**src/rtl/vtl_cpu_port_if.sv**
```systemverilog
// CPU-side bus bundle for vtl_cpu_port: write strobe, VRAM port, mode regs.
// Readback signals exist only when VTL_IO_READBACK_EN is defined.
interface vtl_cpu_port_if;
  logic        cpu_wr;
  logic        cpu_io;
  logic [13:0] cpu_addr;
  logic [7:0]  cpu_data;
  logic        video_busy;
  logic        cpu_wait;
  logic        overflow;
  logic        vram_we;
  logic [13:0] vram_addr;
  logic [7:0]  vram_data;
  logic        gr_enabled;
  logic [2:0]  gr_mode;
  logic        text80;
  logic [3:0]  fg_color;
  logic [3:0]  bg_color;
  logic [3:0]  border_color;
`ifdef VTL_IO_READBACK_EN
  logic        cpu_rd;
  logic [7:0]  cpu_rd_addr;
  logic [7:0]  io_q;

  modport master (
    output cpu_wr, cpu_io, cpu_addr, cpu_data, video_busy,
    output cpu_rd, cpu_rd_addr,
    input  cpu_wait, overflow, vram_we, vram_addr, vram_data,
    input  gr_enabled, gr_mode, text80,
    input  fg_color, bg_color, border_color, io_q
  );

  modport slave (
    input  cpu_wr, cpu_io, cpu_addr, cpu_data, video_busy,
    input  cpu_rd, cpu_rd_addr,
    output cpu_wait, overflow, vram_we, vram_addr, vram_data,
    output gr_enabled, gr_mode, text80,
    output fg_color, bg_color, border_color, io_q
  );
`else
  modport master (
    output cpu_wr, cpu_io, cpu_addr, cpu_data, video_busy,
    input  cpu_wait, overflow, vram_we, vram_addr, vram_data,
    input  gr_enabled, gr_mode, text80,
    input  fg_color, bg_color, border_color
  );

  modport slave (
    input  cpu_wr, cpu_io, cpu_addr, cpu_data, video_busy,
    output cpu_wait, overflow, vram_we, vram_addr, vram_data,
    output gr_enabled, gr_mode, text80,
    output fg_color, bg_color, border_color
  );
`endif
endinterface

```
**src/rtl/vtl_cpu_port.sv**
```systemverilog
// CPU write port: VRAM write FIFO drained when the video fetcher is idle,
// plus mode/colour/border I/O registers. Optional VTL_IO_READBACK_EN.
module vtl_cpu_port #(
  parameter int unsigned FIFO_DEPTH = 4,
  parameter logic [7:0]  IO_BASE    = 8'h44
) (
  input logic F14M,
  input logic reset,
  vtl_cpu_port_if.slave bus
);
  localparam int unsigned AW = $clog2(FIFO_DEPTH);
  localparam int unsigned CW = AW + 1;
  localparam logic [CW-1:0] FULL = CW'(FIFO_DEPTH);
  localparam logic [7:0] P_MODE = IO_BASE;
  localparam logic [7:0] P_COL  = IO_BASE + 8'd1;
  localparam logic [7:0] P_BRD  = IO_BASE + 8'd2;

  logic [21:0]   mem_q [FIFO_DEPTH];
  logic [AW-1:0] wp_q, rp_q;
  logic [CW-1:0] cnt_q, cnt_d;
  logic          wait_q, ovf_q, we_q;
  logic [13:0]   addr_q;
  logic [7:0]    data_q;
  logic          gr_en_q, text80_q;
  logic [2:0]    gr_mode_q;
  logic [3:0]    fg_q, bg_q, brd_q;
  logic          mem_wr, io_wr, pop, push, drop, rd_clr;
  logic [7:0]    io_p;

  always_comb begin
    mem_wr = bus.cpu_wr & ~bus.cpu_io;
    io_wr  = bus.cpu_wr & bus.cpu_io;
    io_p   = bus.cpu_addr[7:0];
    pop    = (cnt_q != '0) & ~bus.video_busy;
    // a full FIFO still accepts when the head leaves on the same edge
    push   = mem_wr & ((cnt_q != FULL) | pop);
    drop   = mem_wr & ~push;
    cnt_d  = cnt_q;
    case ({push, pop})
      2'b10:   cnt_d = cnt_q + CW'(1);
      2'b01:   cnt_d = cnt_q - CW'(1);
      default: cnt_d = cnt_q;
    endcase
  end

  always_ff @(posedge F14M) begin
    if (push) mem_q[wp_q] <= {bus.cpu_addr, bus.cpu_data};
  end

  always_ff @(posedge F14M or posedge reset) begin
    if (reset) begin
      wp_q      <= '0;
      rp_q      <= '0;
      cnt_q     <= '0;
      wait_q    <= 1'b0;
      ovf_q     <= 1'b0;
      we_q      <= 1'b0;
      addr_q    <= '0;
      data_q    <= '0;
      gr_en_q   <= 1'b0;
      gr_mode_q <= 3'd5;
      text80_q  <= 1'b0;
      fg_q      <= 4'hF;
      bg_q      <= 4'h1;
      brd_q     <= 4'h9;
    end else begin
      cnt_q  <= cnt_d;
      wait_q <= (cnt_d == FULL);
      ovf_q  <= (ovf_q & ~rd_clr) | drop;
      we_q   <= pop;
      if (push) wp_q <= wp_q + AW'(1);
      if (pop) begin
        rp_q             <= rp_q + AW'(1);
        {addr_q, data_q} <= mem_q[rp_q];
      end
      if (io_wr) begin
        unique case (1'b1)
          (io_p == P_MODE): begin
            gr_mode_q <= bus.cpu_data[2:0];
            gr_en_q   <= bus.cpu_data[3];
            text80_q  <= bus.cpu_data[4];
          end
          (io_p == P_COL): begin
            fg_q <= bus.cpu_data[7:4];
            bg_q <= bus.cpu_data[3:0];
          end
          (io_p == P_BRD): brd_q <= bus.cpu_data[3:0];
          default: ;
        endcase
      end
    end
  end

`ifdef VTL_IO_READBACK_EN
  localparam logic [7:0] P_STAT = IO_BASE + 8'd3;
  logic [7:0] io_q_q;
  logic [7:0] rd_p;
  logic [3:0] cnt4;

  assign rd_p   = bus.cpu_rd_addr;
  assign cnt4   = 4'(cnt_q);
  assign rd_clr = bus.cpu_rd & (rd_p == P_STAT);

  always_ff @(posedge F14M or posedge reset) begin
    if (reset) begin
      io_q_q <= 8'h00;
    end else if (bus.cpu_rd) begin
      unique case (1'b1)
        (rd_p == P_MODE): io_q_q <= {3'b0, text80_q, gr_en_q, gr_mode_q};
        (rd_p == P_COL):  io_q_q <= {fg_q, bg_q};
        (rd_p == P_BRD):  io_q_q <= {4'b0, brd_q};
        (rd_p == P_STAT): io_q_q <= {ovf_q, 3'b0, cnt4};
        default:          io_q_q <= 8'hFF;
      endcase
    end
  end

  assign bus.io_q = io_q_q;
`else
  assign rd_clr = 1'b0;
`endif

  assign bus.cpu_wait     = wait_q;
  assign bus.overflow     = ovf_q;
  assign bus.vram_we      = we_q;
  assign bus.vram_addr    = addr_q;
  assign bus.vram_data    = data_q;
  assign bus.gr_enabled   = gr_en_q;
  assign bus.gr_mode      = gr_mode_q;
  assign bus.text80       = text80_q;
  assign bus.fg_color     = fg_q;
  assign bus.bg_color     = bg_q;
  assign bus.border_color = brd_q;
endmodule

```
**src/flat_wrapper.sv**
```systemverilog
// flat-port wrapper written by rule: the top's interface ports become plain ports
module vtl_cpu_port_flat 
#(
  parameter int unsigned FIFO_DEPTH = 4,
  parameter logic [7:0]  IO_BASE    = 8'h44
)
  (F14M, reset, bus_cpu_wr, bus_cpu_io, bus_cpu_addr, bus_cpu_data, bus_video_busy, bus_cpu_wait, bus_overflow, bus_vram_we, bus_vram_addr, bus_vram_data, bus_gr_enabled, bus_gr_mode, bus_text80, bus_fg_color, bus_bg_color, bus_border_color);
  vtl_cpu_port_if bus_i ();
  input logic F14M;
  input logic reset;
  input wire logic [$bits(bus_i.cpu_wr)-1:0] bus_cpu_wr;
  input wire logic [$bits(bus_i.cpu_io)-1:0] bus_cpu_io;
  input wire logic [$bits(bus_i.cpu_addr)-1:0] bus_cpu_addr;
  input wire logic [$bits(bus_i.cpu_data)-1:0] bus_cpu_data;
  input wire logic [$bits(bus_i.video_busy)-1:0] bus_video_busy;
  output wire logic [$bits(bus_i.cpu_wait)-1:0] bus_cpu_wait;
  output wire logic [$bits(bus_i.overflow)-1:0] bus_overflow;
  output wire logic [$bits(bus_i.vram_we)-1:0] bus_vram_we;
  output wire logic [$bits(bus_i.vram_addr)-1:0] bus_vram_addr;
  output wire logic [$bits(bus_i.vram_data)-1:0] bus_vram_data;
  output wire logic [$bits(bus_i.gr_enabled)-1:0] bus_gr_enabled;
  output wire logic [$bits(bus_i.gr_mode)-1:0] bus_gr_mode;
  output wire logic [$bits(bus_i.text80)-1:0] bus_text80;
  output wire logic [$bits(bus_i.fg_color)-1:0] bus_fg_color;
  output wire logic [$bits(bus_i.bg_color)-1:0] bus_bg_color;
  output wire logic [$bits(bus_i.border_color)-1:0] bus_border_color;
  assign bus_i.cpu_wr = bus_cpu_wr;
  assign bus_i.cpu_io = bus_cpu_io;
  assign bus_i.cpu_addr = bus_cpu_addr;
  assign bus_i.cpu_data = bus_cpu_data;
  assign bus_i.video_busy = bus_video_busy;
  assign bus_cpu_wait = bus_i.cpu_wait;
  assign bus_overflow = bus_i.overflow;
  assign bus_vram_we = bus_i.vram_we;
  assign bus_vram_addr = bus_i.vram_addr;
  assign bus_vram_data = bus_i.vram_data;
  assign bus_gr_enabled = bus_i.gr_enabled;
  assign bus_gr_mode = bus_i.gr_mode;
  assign bus_text80 = bus_i.text80;
  assign bus_fg_color = bus_i.fg_color;
  assign bus_bg_color = bus_i.bg_color;
  assign bus_border_color = bus_i.border_color;
  vtl_cpu_port #(.FIFO_DEPTH(FIFO_DEPTH), .IO_BASE(IO_BASE)) u_core (.F14M(F14M), .reset(reset), .bus(bus_i));
endmodule
```
**config.mk**
```make
export PLATFORM = sky130hd
export DESIGN_NAME = vtl_cpu_port_flat
export DESIGN_NICKNAME = d
export VERILOG_FILES = /design/src/rtl/vtl_cpu_port_if.sv /design/src/rtl/vtl_cpu_port.sv /design/src/flat_wrapper.sv
export SDC_FILE = /design/constraint.sdc
export NUM_CORES = 1
export LEC_CHECK = 0
export CAP_MARGIN = 20
export CELL_PAD_IN_SITES_DETAIL_PLACEMENT = 1
export CELL_PAD_IN_SITES_GLOBAL_PLACEMENT = 2
export CORE_MARGIN = 4
export CORE_UTILIZATION = 40
export CTS_CLUSTER_DIAMETER = 40
export DETAILED_ROUTE_END_ITERATION = 12
export PLACE_DENSITY = 0.76
export SYNTH_ARGS = -nofsm -noshare
export SYNTH_HDL_FRONTEND = slang
export SYNTH_SLANG_ARGS = --single-unit
```
**constraint.sdc**
```tcl
create_clock -name F14M -period 2.46 [get_ports F14M]
set_clock_uncertainty 0.15 [all_clocks]
set_input_delay 0.492 -clock F14M [delete_from_list [all_inputs] [get_ports F14M]]
set_output_delay 0.492 -clock F14M [all_outputs]
set_load 0.03 [all_outputs]
```
== Word level (Yosys, flattened, before mapping) ==
Memory sizes are Yosys's and may differ from the RTL's. A register that Yosys moved wholly into a read port is not among the register bits.
Index checks and enable logic that the tools add are counted.

* Add/sub/neg operators: 4
* Eq/ne operators: 7
* Mux-type cells: 3
* Bitwise gates (word level): 10
* Reductions and logical operators: 4

{| class="wikitable"
|+ Operators with widths
! operator !! count
|-
| equality test 8 x 7 -> 1 bit, second input constant || 3
|-
| one-hot mux 3 bit (2 select lines) || 1
|-
| AND reduction 2 bit || 3
|-
| bitwise AND 1 bit || 5
|-
| adder 2 x 1 -> 2 bit, second input constant || 2
|-
| adder 3 x 1 -> 3 bit, second input constant || 1
|-
| equality test 3 bit, second input constant || 1
|-
| inequality test 3 bit, second input constant || 1
|-
| NOT 1 bit || 3
|-
| nonzero test 3 bit || 1
|-
| subtractor 3 x 1 -> 3 bit, second input constant || 1
|-
| equality test 2 x 1 -> 1 bit, second input constant || 1
|-
| equality test 2 bit, second input constant || 1
|-
| two-way mux 1 bit || 2
|-
| bitwise OR 1 bit || 2
|}

* Register bits: 27
* RAM bits: 88
* Input port bits: 27
* Output and inout bits: 42
* Word-level logic and storage cells: 41
* Memories: 1

{| class="wikitable"
|+ Memories
! memory !! depth !! width !! read ports !! clocked after Yosys merged registers in !! wr ports !! line !! source
|-
| u_core.mem_q || 4 || 22 || 1 || 1 || 1 || vtl_cpu_port.sv:18 || <nowiki>logic [21:0] mem_q [FIFO_DEPTH];</nowiki>
|}

== Longest topological paths before layout ==
Gate-level depths: netlist of run 1.

* Word-level depth: 7
* Depth in mapped cells: 9
* Mapped depth without buffers: 8

== Worst setup path after synthesis of run 1 ==
No wires, ideal clock.

* Path kind: input port to flip-flop
* Start: input bus_cpu_wr
* End: register u_core.cnt_q[2]
* Library setup time: 0.139 ns
* Arrival time: 2.041 ns
* Data required time: 2.171 ns
* Setup slack: 0.130 ns
* Stages: 8
* Buffers on the path: 1
* Cells stage by stage: nor2b_1 > buf_2 > nor2_1 > o21ai_0 > fa_1 > or3_1 > o211ai_1 > o221ai_1

* Cells in the longest elaborated chain, start to end: 4
* Elaborated cells between the ends (all ways): 5
* Those cells by class: eq/ne (2); mux (1); bitwise (2)

{| class="wikitable"
|+ Ends and longest elaborated chain
! item !! line !! source
|-
| start, declared || flat_wrapper.sv:11 || <nowiki>input wire logic [$bits(bus_i.cpu_wr)-1:0] bus_cpu_wr;</nowiki>
|-
| bitwise AND 1 bit (*) || vtl_cpu_port.sv:31 || <nowiki>mem_wr = bus.cpu_wr & ~bus.cpu_io;</nowiki>
|-
| bitwise AND 1 bit (*) || vtl_cpu_port.sv:36 || <nowiki>push = mem_wr & ((cnt_q != FULL) | pop);</nowiki>
|-
| equality test 2 x 1 -> 1 bit or equality test 2 bit (tied branches) || vtl_cpu_port.sv:39 || <nowiki>case ({push, pop})</nowiki>
|-
| one-hot mux 3 bit (2 select lines) (*) || vtl_cpu_port.sv:39 ||
|-
| named net u_core.cnt_d[2] || vtl_cpu_port.sv:20 || <nowiki>logic [CW-1:0] cnt_q, cnt_d;</nowiki>
|-
| end signal, assigned || vtl_cpu_port.sv:67 || <nowiki>cnt_q <= cnt_d;</nowiki>
|-
| end, declared || vtl_cpu_port.sv:20 ||
|}

The timed path passes the listed nets; every way through them passes the cells marked *.
A chain may end at the register's enable or synchronous reset.

== Worst setup path after layout of run 1 ==
* Start: input bus_cpu_io
* End: register u_core.cnt_q[2]

* Cells in the longest elaborated chain, start to end: 5
* Elaborated cells between the ends (all ways): 6
* Those cells by class: eq/ne (2); mux (1); bitwise (3)

{| class="wikitable"
|+ Ends and longest elaborated chain
! item !! line !! source
|-
| start, declared || flat_wrapper.sv:12 || <nowiki>input wire logic [$bits(bus_i.cpu_io)-1:0] bus_cpu_io;</nowiki>
|-
| NOT 1 bit (*) || vtl_cpu_port.sv:31 ||
|-
| bitwise AND 1 bit (*) || vtl_cpu_port.sv:31 ||
|-
| bitwise AND 1 bit (*) || vtl_cpu_port.sv:36 ||
|-
| equality test 2 x 1 -> 1 bit or equality test 2 bit (tied branches) || vtl_cpu_port.sv:39 ||
|-
| one-hot mux 3 bit (2 select lines) (*) || vtl_cpu_port.sv:39 ||
|-
| named net u_core.cnt_d[2] || vtl_cpu_port.sv:20 ||
|}

Marked as above.

==> summary.txt, run 1 <==
Ys Warns: 0
leading area contributor after synthesis: edfxtp_1
DRT iter0 DRCs: 152
f_max: 0.425 GHz
commonest non-fill, non-tap cell in the layout: edfxtp_1
chip width: 125 um
Mapped Cells: 272
fill count: 1229
Max VDD drop: 0.501 mV
H-tree levels: 4
# diodes: 0
Area Overhead vs Synth: 30.9%
crit path kind: in2reg
number of synthesized flops with an enable pin: 88
CP arrival: 2.52 ns
setup violators final: 0
HP Class: in2async
Yosys cell types: 45
most common flop cell mapped by yosys: edfxtp_1
final hold viol count: 0
fin nets: 408
clk_lat worst skew: 0.41 ns
leakage: 2.71 nW
PortBufs: 68
grt total ovfl: 0
WL final: 11300 um
postcts setup bufs: 0
core area: 13300 um2
max cap viols: 0
share of cells above drive strength 1: 30.1%
register area share after synthesis: 70.7%
row count: 42
Die ar.: 15700 um2
Placed Area: 6580 um2
Root Buffer: clkbuf_16
detailed placement HPWL: 7460 um
initial antenna violation count: 0
post-synth top area share: 48.1%
antenna-violating nets left: 0
io pins: 69
Avg WL per Cell: 20.1 um
vias per cell: 5.04
post-synthesis sequential element count: 137
Initial Util: 41.1%
synthesized area: 5490 um2
DRC viols: 0
period utilisation layout: 95.7%
data required time of the worst path: 2.63 ns
vias in the first global route: 3201
number of instances resized during post-cts repair: 0
Die Y: 125 um
Worst-path clk slew: 0.06 ns
Setup crit end kind: register
largest cells by area after synthesis: edfxtp_1, dfrtp_1, mux4_1
gpl congestion: 0.782
largest net degree at the start of global routing: 50
status: completed
Final Slew Violations: 0
CTS buffer count: 17
CTS tree: built
fraction of registers with async set or reset after synthesis: 35.8%
Startpoint Class: input pin
Final Power: 8.27 mW
First-pass DRT Iterations: 4
Total Routing Usage GR: 15.4%
clk sinks: 137
cell area after layout: 7190 um2
Power Density: 1150 nW/um2
highest-count cells in the layout ignoring fill and taps: edfxtp_1, clkdlybuf4s50_1, dfrtp_1
via count: 2847
Worst-Margin Slew: 0.588 ns
relative slew slack: 60.8%
mean post-synth cell area: 20.2 um2
Tmin final: 2.36 ns
first-pass GRT wire length: 18200 um
clk buf depth: 2
crit-path max FO: 4
RSZ-0062 raised after global routing: false
TNS Setup: 0 ns
Synth Net Count: 304
cts hold-fix bufs: 0
[where the power goes]
group / switching, mW / leakage (nW) / internal (mW) / total (mW)
Combinational: 1.23 / 1.04 / 1.25 / 2.49
Sequential: 0.262 / 1.38 / 2.90 / 3.16
Clock: 0.931 / 0.284 / 1.69 / 2.62
[metal layers]
metal	vias up	part of all wire, %	track usage (%)
met5	-	0	0
met2	68	52	25.9
li1	1296	-	-
met4	0	1.3	5.55
met1	1470	41	18.9
met3	13	5.2	5.03
[state kept, by name (all words and copies together) (netlist names)]
signal / count
u_core.bus.bg_color: 4
u_core.bus.border_color: 4
u_core.bus.cpu_wait: 1
u_core.bus.fg_color: 4
u_core.bus.gr_enabled: 1
u_core.bus.gr_mode: 3
u_core.bus.overflow: 1
u_core.bus.text80: 1
u_core.bus.vram_addr: 14
u_core.bus.vram_data: 8
u_core.bus.vram_we: 1
u_core.cnt_q: 3
u_core.mem_q: 88
u_core.rp_q: 2
u_core.wp_q: 2
[through the flow]
step | setup WS (ns) | instances | utilization (%) | hold WS (ns)
floorplan | 0.130 | 272 | - | 0.426
global placement | -0.122 | 533 | 49.3 | 0.309
detailed placement | -0.288 | 533 | 49.3 | 0.312
CTS | 0.141 | 565 | 53.9 | 0.306
global route | 0.0108 | 565 | 53.9 | 0.314
finish | 0.105 | 565 | 53.9 | 0.297
[logic make-up (layout without fill, tap and decap cells)]
| kind of cell | after synthesis | in the layout | synth area share, % |
|---|---|---|---|
| and+or+nand+nor | 27 | 27 | 3.78 |
| buffers and inverters | 18 | 135 | 2.46 |
| DFF | 137 | 137 | 70.7 |
| adders and majority gates | 5 | 5 | 1.28 |
| AOI/OAI and AO/OA | 17 | 17 | 2.28 |
| xor gates and xnor gates | 6 | 6 | 0.957 |
| muxes | 62 | 62 | 18.6 |
[Yosys cell counts (2+ instances only)]
| cell | number |
|---|---|
| o221ai_1 | 2 |
| o21ai_0 | 3 |
| dfstp_2 | 9 |
| ha_1 | 4 |
| a31oi_1 | 3 |
| edfxtp_1 | 88 |
| mux2_2 | 37 |
| dfrtp_1 | 40 |
| a21oi_1 | 3 |
| nor2b_1 | 2 |
| mux4_1 | 19 |
| clkbuf_8 | 2 |
| mux4_2 | 3 |
| xnor2_1 | 4 |
| buf_6 | 3 |
| inv_1 | 7 |
| nand2_1 | 7 |
| buf_2 | 3 |
| and2_1 | 5 |
| nand3b_2 | 2 |
| xor2_1 | 2 |
[cell type report]
type	count	area (um2)	share of cell area [%]
clock buffer	19	433	6.02
timing repair buffer	96	978	13.6
clock inverter	13	176	2.45
sequential	137	3880	54.0
multi-input combinational	117	1480	20.5
tap	176	220	3.06
inverter	7	26.3	0.365
[worst max-delay path: stages]
cell	delay, ns
clkdlybuf4s50_1	0.50
nor2b_1	0.07
nor2_1	0.12
o21ai_0	0.15
fa_1	0.47
or3_1	0.41
o31a_1	0.12
o221ai_1	0.19
[final timing paths]
| path | start | end | slack, ns | cells after the start |
|---|---|---|---|---|
| min in group F14M | u_core.bus.overflow | u_core.bus.overflow | 0.32 | 1 |
| max in group asynchronous | reset | u_core.bus.bg_color[0] | 1.55 | 3 |
| worst max register to register | u_core.cnt_q[0] | u_core.cnt_q[2] | 0.16 | 7 |
| worst min register to register | u_core.bus.overflow | u_core.bus.overflow | 0.32 | 1 |
| worst min-delay path | reset | u_core.bus.gr_mode[1] | 0.30 | 3 |
| worst max-delay path | bus_cpu_io | u_core.cnt_q[2] | 0.10 | 8 |
Power figures use the tool's default switching activity.
==> run 2: changes to the inputs <==
REMOVE_ABC_BUFFERS = 1   (was default)
==> run 2 against run 1 <==
Effect of this change: worst setup slack improved by 0.080 ns; core utilization decreased by 0.14 points; combinational power is 3% lower; clock power about the same; first-iteration DRC count rose by 30%; worst hold slack got worse by 0.037 ns; via count grew 1.4%; wire length is 1.1% higher; sequential share of layout area rose by 0.14 points; non-clock buffer count increased by 2; count of clock-buffer cells in the layout increased by 4.
==> summary.txt, run 2 (synthesis results as in run 1) <==
crit path kind: reg2out
max reg flops: 88 (unchanged)
CP max stage cell: clkdlybuf4s50_1
# diodes: 0 (unchanged)
postcts setup bufs: 0 (unchanged)
initial antenna violation count: 0 (unchanged)
clk buf depth: 2 (unchanged)
vias in the first global route: 3225 (+0.75%)
CTS tree: built
Die Y: 125 um (unchanged)
DRT iter0 DRCs: 197 (+30%)
final hold viol count: 0 (unchanged)
Area Overhead vs Synth: 30.6%
Max stage delay on crit path: 0.68 ns (+0.18 ns)
Setup crit end kind: output pin
Worst path depth: 1 (-7)
Worst-path clk slew: 0.06 ns (about the same)
Max VDD drop: 0.549 mV (+9.5%)
core area: 13300 um2 (unchanged)
setup violators final: 0 (unchanged)
io pins: 69 (unchanged)
clk_lat worst skew: 0.42 ns (about the same)
antenna-violating nets left: 0 (unchanged)
grt total ovfl: 0 (unchanged)
fill count: 1233 (+0.33%)
Storage cell area: 3880 um2 (unchanged)
clk sinks: 137 (unchanged)
via count: 2886 (+1.4%)
PortBufs: 68 (unchanged)
GRT busiest layer: met2
worst path cell trace: clkdlybuf4s50_1
status: completed
WL final: 11500 um (+1.1%)
Die ar.: 15700 um2 (unchanged)
HP Class: in2async
RSZ-0062 raised after global routing: false
Buf+Inv Stages, Crit Path: 1 (unchanged)
chip width: 125 um (unchanged)
final worst setup slack: 0.185 ns (+0.0797 ns)
fin nets: 410 (+0.49%)
Final Slew Violations: 0 (unchanged)
f_max: 0.439 GHz (+3.5%)
period utilisation layout: 92.5% (-3.2 points)
dpl ws: -0.177 ns (+0.110 ns)
Layout Utilization: 53.7% (-0.14 points)
reg2reg path depth: 7 (unchanged)
area of the multi-input gates: 1480 um2 (unchanged)
Worst-Margin Slew: 0.475 ns (-0.113 ns)
CP delay by family, top: buffers and inverters
Tmin final: 2.28 ns (-0.0797 ns)
H-tree levels: 4 (unchanged)
highest-count cells in the layout ignoring fill and taps: edfxtp_1, clkdlybuf4s50_1, dfrtp_1
share of cells above drive strength 1: 29.9% (-0.15 points)
row count: 42 (unchanged)
First-pass DRT Iterations: 4 (unchanged)
gpl congestion: 0.739 (-5.6%)
first-pass GRT wire length: 18300 um (+0.53%)
Power Density: 1150 nW/um2 (-0.25%)
leakage: 2.72 nW (+0.38%)
CP arrival: 1.63 ns (-0.89 ns)
cts hold-fix bufs: 0 (unchanged)
Total Routing Usage GR: 15.6% (+0.16 points)
Startpoint Class: register
Largest Register: u_core.mem_q
commonest non-fill, non-tap cell in the layout: edfxtp_1
detailed placement HPWL: 7700 um (+3.2%)
Initial Util: 41.1% (unchanged)
global routing met2 resource utilization: 25.9% (+0.032 points)
relative slew slack: 68.2% (+7.4 points)
data required time of the worst path: 1.82 ns (-0.81 ns)
TNS Setup: 0 ns (unchanged)
Root Buffer: clkbuf_16
CTS buffer count: 17 (unchanged)
met3 GRT Util: 5.59% (+0.55 points)
met1 Use GR: 19.3% (+0.42 points)
largest net degree at the start of global routing: 26 (-48%)
number of instances resized during post-cts repair: 0 (unchanged)
DRC viols: 0 (unchanged)
Final Power: 8.22 mW (-0.51%)
WHS: 0.260 ns (-0.0370 ns)
vias per cell: 5.09 (+1.0%)
Avg WL per Cell: 20.2 um (+0.75%)
crit-path max FO: 2 (-2)
max cap viols: 0 (unchanged)
-- run 2: final cells by class --
cell class              instances  area share (%)
repair buffers                 98            13.3
inverters                       7           0.366
multi-input cells             117            20.6
clock buffers                  23            6.53
clock inverters                 9            2.02
well taps                     176            3.07
flip-flops and latches        137            54.1
-- run 2: power by group --
group | total (mW) | switching, mW | leakage [nW] | internal (mW)
Combinational | 2.42 | 1.21 | 1.04 | 1.21
Sequential | 3.17 | 0.273 | 1.38 | 2.90
Clock | 2.63 | 0.892 | 0.296 | 1.74
-- run 2: worst paths after layout --
kind / start / to / slack [ns]
max in group asynchronous: reset / u_core.bus.gr_mode[0] / 1.28
setup reg to reg: u_core.cnt_q[0] / u_core.cnt_q[2] / 0.33
setup / recovery: u_core.bus.fg_color[3] / bus_fg_color[3] / 0.18
hold / removal: reset / u_core.bus.vram_addr[9] / 0.26
min in group F14M: u_core.bus.overflow / u_core.bus.overflow / 0.31
hold reg to reg: u_core.bus.overflow / u_core.bus.overflow / 0.31
-- run 2: metal layers --
metal / part of all wire [%] / vias to the layer above / wire length (um)
met5: 0 / - / 0
met1: 44 / 1504 / 5010
li1: - / 1292 / -
met3: 4.6 / 13 / 523
met4: 1.3 / 0 / 151
met2: 50 / 77 / 5780
-- run 2: per-stage QoR --
| stage | area [um2] | instances |
|---|---|---|
| finish | 7170 | 567 |
| global route | 7170 | 567 |
| CTS | 7170 | 567 |
| detailed placement | 6560 | 535 |
| global placement | 6560 | 535 |
| floorplan | 5380 | 261 |
